$ cat src/rtl/ex_muldiv.sv
// Iterative MIPS HI/LO multiply/divide unit: 32 shift-add or restoring-subtract steps, then sign fix-up.
// Result lands in HI/LO 34 edges after start; stall_D holds back HI/LO readers while an operation is in flight.
module ex_muldiv (
    input  logic        clk,
    input  logic        reset,
    input  logic        start_E,
    input  logic [1:0]  op_E,
    input  logic [31:0] A_E,
    input  logic [31:0] B_E,
    input  logic        abort_E,
    input  logic        wr_hi,
    input  logic        wr_lo,
    input  logic [31:0] wd,
    input  logic        hilo_use_D,
    output logic [31:0] HI,
    output logic [31:0] LO,
    output logic        busy,
    output logic        done,
    output logic        stall_D
);

    typedef enum logic [1:0] {S_IDLE, S_RUN, S_FIX, S_DONE} state_t;

    state_t      state_q, state_d;
    logic [4:0]  cnt_q, cnt_d;
    logic [1:0]  op_q, op_d;
    logic        sa_q, sa_d, sb_q, sb_d;
    logic [31:0] b_q, b_d;
    logic [63:0] p_q, p_d;
    logic [31:0] hi_q, hi_d, lo_q, lo_d;

    // op bit 0 clear means a signed operation; bit 1 set means divide
    logic        start_signed;
    logic [31:0] a_mag, b_mag;
    assign start_signed = ~op_E[0];
    assign a_mag = (start_signed && A_E[31]) ? (32'd0 - A_E) : A_E;
    assign b_mag = (start_signed && B_E[31]) ? (32'd0 - B_E) : B_E;

    // Multiply step: p = {partial product, remaining multiplier bits}
    logic [32:0] mul_sum;
    logic [63:0] mul_next;
    assign mul_sum  = {1'b0, p_q[63:32]} + (p_q[0] ? {1'b0, b_q} : 33'd0);
    assign mul_next = {mul_sum, p_q[31:1]};

    // Divide step: p = {partial remainder, dividend bits shifting into quotient}
    logic [32:0] div_shift;
    logic        div_ge;
    logic [31:0] div_sub;
    logic [63:0] div_next;
    assign div_shift = {p_q[63:32], p_q[31]};
    assign div_ge    = (div_shift >= {1'b0, b_q});
    assign div_sub   = div_shift[31:0] - b_q;
    assign div_next  = div_ge ? {div_sub, p_q[30:0], 1'b1}
                              : {div_shift[31:0], p_q[30:0], 1'b0};

    // Sign correction applied on the way out of FIX
    logic        fix_signed, fix_neg;
    logic [63:0] prod_fix;
    logic [31:0] quo_fix, rem_fix;
    assign fix_signed = ~op_q[0];
    assign fix_neg    = fix_signed & (sa_q ^ sb_q);
    assign prod_fix   = fix_neg ? (64'd0 - p_q) : p_q;
    assign quo_fix    = fix_neg ? (32'd0 - p_q[31:0]) : p_q[31:0];
    assign rem_fix    = (fix_signed && sa_q) ? (32'd0 - p_q[63:32]) : p_q[63:32];

    always_comb begin
        state_d = state_q;
        cnt_d   = cnt_q;
        op_d    = op_q;
        sa_d    = sa_q;
        sb_d    = sb_q;
        b_d     = b_q;
        p_d     = p_q;
        hi_d    = hi_q;
        lo_d    = lo_q;
        case (state_q)
            S_IDLE: begin
                if (wr_hi) hi_d = wd;
                if (wr_lo) lo_d = wd;
                if (start_E && !abort_E) begin
                    state_d = S_RUN;
                    cnt_d   = 5'd0;
                    op_d    = op_E;
                    sa_d    = start_signed & A_E[31];
                    sb_d    = start_signed & B_E[31];
                    b_d     = b_mag;
                    p_d     = {32'd0, a_mag};
                end
            end
            S_RUN: begin
                if (abort_E) begin
                    state_d = S_IDLE;
                end else begin
                    p_d   = op_q[1] ? div_next : mul_next;
                    cnt_d = cnt_q + 5'd1;
                    if (cnt_q == 5'd31) state_d = S_FIX;
                end
            end
            S_FIX: begin
                if (abort_E) begin
                    state_d = S_IDLE;
                end else begin
                    state_d = S_DONE;
                    if (op_q[1]) begin
                        hi_d = rem_fix;
                        lo_d = quo_fix;
                    end else begin
                        hi_d = prod_fix[63:32];
                        lo_d = prod_fix[31:0];
                    end
                end
            end
            S_DONE: begin
                if (wr_hi) hi_d = wd;
                if (wr_lo) lo_d = wd;
                state_d = S_IDLE;
            end
            default: state_d = S_IDLE;
        endcase
    end

    always_ff @(posedge clk or posedge reset) begin
        if (reset) begin
            state_q <= S_IDLE;
            cnt_q   <= 5'd0;
            op_q    <= 2'd0;
            sa_q    <= 1'b0;
            sb_q    <= 1'b0;
            b_q     <= 32'd0;
            p_q     <= 64'd0;
            hi_q    <= 32'd0;
            lo_q    <= 32'd0;
        end else begin
            state_q <= state_d;
            cnt_q   <= cnt_d;
            op_q    <= op_d;
            sa_q    <= sa_d;
            sb_q    <= sb_d;
            b_q     <= b_d;
            p_q     <= p_d;
            hi_q    <= hi_d;
            lo_q    <= lo_d;
        end
    end

    assign HI      = hi_q;
    assign LO      = lo_q;
    assign busy    = (state_q != S_IDLE);
    assign done    = (state_q == S_DONE);
    assign stall_D = hilo_use_D && ((state_q == S_RUN) || (state_q == S_FIX));

endmodule

$ cat config.mk
export PLATFORM = sky130hd
export DESIGN_NAME = ex_muldiv
export DESIGN_NICKNAME = d
export VERILOG_FILES = /design/src/rtl/ex_muldiv.sv
export SDC_FILE = /design/constraint.sdc
export NUM_CORES = 1
export LEC_CHECK = 0
export CAP_MARGIN = 5
export CORE_ASPECT_RATIO = 1.4
export CORE_MARGIN = 4
export CORE_UTILIZATION = 41
export CTS_BUF_LIST = sky130_fd_sc_hd__clkbuf_8
export CTS_CLUSTER_DIAMETER = 80
export DETAILED_ROUTE_END_ITERATION = 10
export MAX_ROUTING_LAYER = met4
export PLACE_DENSITY = 0.67
export SYNTH_ARGS = -nofsm -noshare
export SYNTH_HDL_FRONTEND = slang
export SYNTH_SLANG_ARGS = --single-unit
$ cat constraint.sdc
create_clock -name clk -period 6.6 [get_ports clk]
set_input_delay 0.99 -clock clk [delete_from_list [all_inputs] [get_ports clk]]
set_output_delay 0.99 -clock clk [all_outputs]
set_load 0.02 [all_outputs]
==> flow_summary.json <==
{
  "outcome": "complete, no violations",
  "hp-class": "register to register",
  "required_ps": 7030,
  "synth_compound_area_share_pct": 26.7,
  "firstDrtPassIters": 7,
  "reg2reg_to": "p_q[61]",
  "post-route-period-util_pct": 67.8,
  "syn_inst": 1803,
  "maxCapViolCount": 0,
  "htree_levels": 4,
  "post_synth_xor_area_fraction_pct": 10.3,
  "slew_viol_final": 0,
  "p_comb_share_pct": 65.8,
  "antenna_found_initial": 1,
  "crit_type": "register to register",
  "wirelength_um": 45600,
  "skew_ps": 17.5,
  "tns_ps": 0,
  "seq_power_share_pct": 25.3,
  "cts_setup_buffers": 0,
  "synthAdderAreaFrac_pct": 6.75,
  "rows": 80,
  "synth_top_family_by_area": "compound AO/OA/AOI/OAI gates",
  "hold_viol_final": 0,
  "grt_overflow": 0,
  "power_mw": 8.39,
  "synth_cell_types": 69,
  "hold_path.startpoint": "LO[4]",
  "switching_share_pct": 51.6,
  "clock-sinks": 171,
  "die_area_um2": 38000,
  "syn_nets": 1984,
  "min_period_ps": 4480,
  "drc": 0,
  "worst-path-buf-inv": 1,
  "max_stage_delay_ps": 750,
  "clockPowerShare_pct": 8.9,
  "clk_pin_slew_worst_paths_ps": 100,
  "powerDensity_nw_per_um2": 502,
  "gp_congestion": 0.963,
  "fillCellCount": 3424,
  "p_switching_mw": 4.33,
  "cp_cell_sequence": "inv_1 -> nor2_1 -> ha_1 -> a21o_1 -> or3_1 -> o21ai_0 -> a21boi_0 -> a21o_1 -> a41o_1 -> a221oi_1 -> mux2_2 -> o211ai_1",
  "die_w_um": 166,
  "grt_max_degree": 85,
  "first_iter_violations": 1087,
  "cp-start-kind": "register",
  "yosys.area_share.simple_pct": 18.1,
  "r2r_slack_ps": 2120,
  "crit_family": "compound AO/OA/AOI/OAI gates",
  "synth_area_leader_cell": "dfrtp_1",
  "r2r-start": "p_q[0]",
  "synth_common_cells": "o21ai_0 (217), nand2_1 (201), dfrtp_1 (171), nor2_1 (153), a21oi_1 (130)",
  "dpl_cell_area_um2": 16300,
  "min_to": "LO[4]",
  "synth-seq-area-share_pct": 29.9,
  "grt_pass1_wl_um": 72600,
  "hpwl_um": 35900,
  "grt_pass1_vias": 13100,
  "root_buffer": "clkbuf_8",
  "cts_hold_buffers": 0,
  "ys_ff_latch": 171,
  "crit_fanout": 31,
  "cp_common_cell": "a21o_1",
  "max_freq_ghz": 0.223,
  "cp.arrival_ps": 4910,
  "reg2regPathDepth": 12,
  "synth_edf_count": 0,
  "rsz0062_at_grt": "no",
  "final_area_um2": 16700,
  "worstHoldPathCells": 1,
  "synthArstFlopShare_pct": 100,
  "p_leak_nw": 7.41,
  "nets": 2079,
  "synth.area.top_cells": "dfrtp_1 (30%), o21ai_0 (7.6%), ha_1 (6.5%), xnor2_1 (6.0%), nand2_1 (5.3%)",
  "syn2layout_area_growth_pct": 16.8,
  "synth.most_common_cell": "o21ai_0",
  "maxSlewHeadroom_pct": 25.5,
  "netlist.area_leader.share_pct": 29.9,
  "routedWlPerCell_um": 19.3,
  "yosysWarnings": 0,
  "setup_viol": 0,
  "cts_buffers": 17,
  "worstSkewPairLatency_ps": 510,
  "start_util_pct": 41.7,
  "drive_gt1_share_pct": 4.14,
  "yosys-mux-area-fraction_pct": 3.57,
  "via_count": 13600,
  "tritoncts": "done",
  "portBuffers": 171,
  "viasPerCell": 5.77,
  "synth_area_um2": 14300,
  "core-area_um2": 34300,
  "vdd.ir_drop.worst_mv": 0.257,
  "syn_avg_cell_area_um2": 7.94,
  "io-pin-count": 172,
  "slowest_stage": "inv_1",
  "crit_path_end_kind": "register",
  "p_int_mw": 4.06,
  "ant_nets": 0,
  "yosys_most_used_dff": "dfrtp_1",
  "clockBufferDepth": 2,
  "track_usage_pct": 24.3,
  "die_h_um": 229,
  "cts_resized": 0,
  "tightest_slew_ps": 1110
}
[cells in the final DEF, fill, tap and decap left out, types with 19 or more instances in the layout]
cell / count
a211oi_1: 30
xor2_1: 71
a21o_1: 67
o21ai_0: 216
nor3_1: 30
nand2_1: 201
nor2b_1: 24
mux2i_1: 41
xnor2_1: 98
a21oi_1: 130
inv_1: 65
nor2_1: 152
a31oi_1: 24
clkdlybuf4s50_1: 171
clkbuf_8: 19
nand3_1: 21
ha_1: 72
dfrtp_1: 170
[registers in the layout, summed over array words and instances (netlist names)]
register and cells:
cnt_q 5, HI 32, LO 32, sa_q 1
sb_q 1, b_q 32, op_q 2, state_q 2
p_q 64
[area by class of cell]
cell class / instances / area [µm²] / area share [%]
flip-flops and latches: 171 / 4280 / 25.6
inverters: 66 / 253 / 1.51
diodes: 1 / 2.50 / 0.0150
repair buffers: 184 / 1810 / 10.8
clock buffers: 19 / 262 / 1.56
multi-input cells: 1458 / 9430 / 56.4
clock inverters: 11 / 114 / 0.681
well taps: 451 / 564 / 3.38
[per-stage QoR]
step / setup slack [ps] / util [%] / cells / hold slack [ps]
final: 2120 / 48.7 / 2361 / 481
after global routing: 1680 / 48.7 / 2361 / 500
after CTS: 2120 / 48.7 / 2359 / 486
after detailed placement: 2140 / 47.6 / 2329 / 466
after global placement: 2200 / 47.6 / 2329 / 458
after floorplan: 978 / - / 1803 / 450
[worst max path at each step]
stage                      start  endpoint  slack, ps  cells past startpoint
after floorplan            reset     HI[0]        980                      1
after global placement    p_q[0]   p_q[61]       2200                     12
after detailed placement  p_q[0]   p_q[61]       2140                     12
after CTS                 p_q[0]   p_q[61]       2120                     12
after global routing      p_q[0]   p_q[60]       1680                     12
final                     p_q[0]   p_q[61]       2120                     12
[metal layers]
metal	up-vias	track usage [%]	share of wire [%]
met4	0	11.4	4.8
met5	-	-	0
met3	107	2.85	5.0
li1	6683	-	-
met2	462	40.8	49
met1	6370	29.0	41
[power by group through the flow]
stage / sequential [mW] / combinational [mW] / clock, mW
2_1_floorplan: 2.09 / 3.72 / 0
3_3_place_gp: 2.12 / 5.42 / 0
3_5_place_dp: 2.14 / 5.47 / 0
4_1_cts: 2.12 / 5.49 / 0.762
5_1_grt: 2.20 / 6.08 / 0.799
6_report: 2.12 / 5.52 / 0.748
[cells by family after synthesis]
family / Yosys count
flops: 171
fa+ha+maj: 76
xor+xnor: 169
simple gates: 555
buf+inv: 174
mux: 50
compound gates: 608
(Power assumes the default switching activity.)
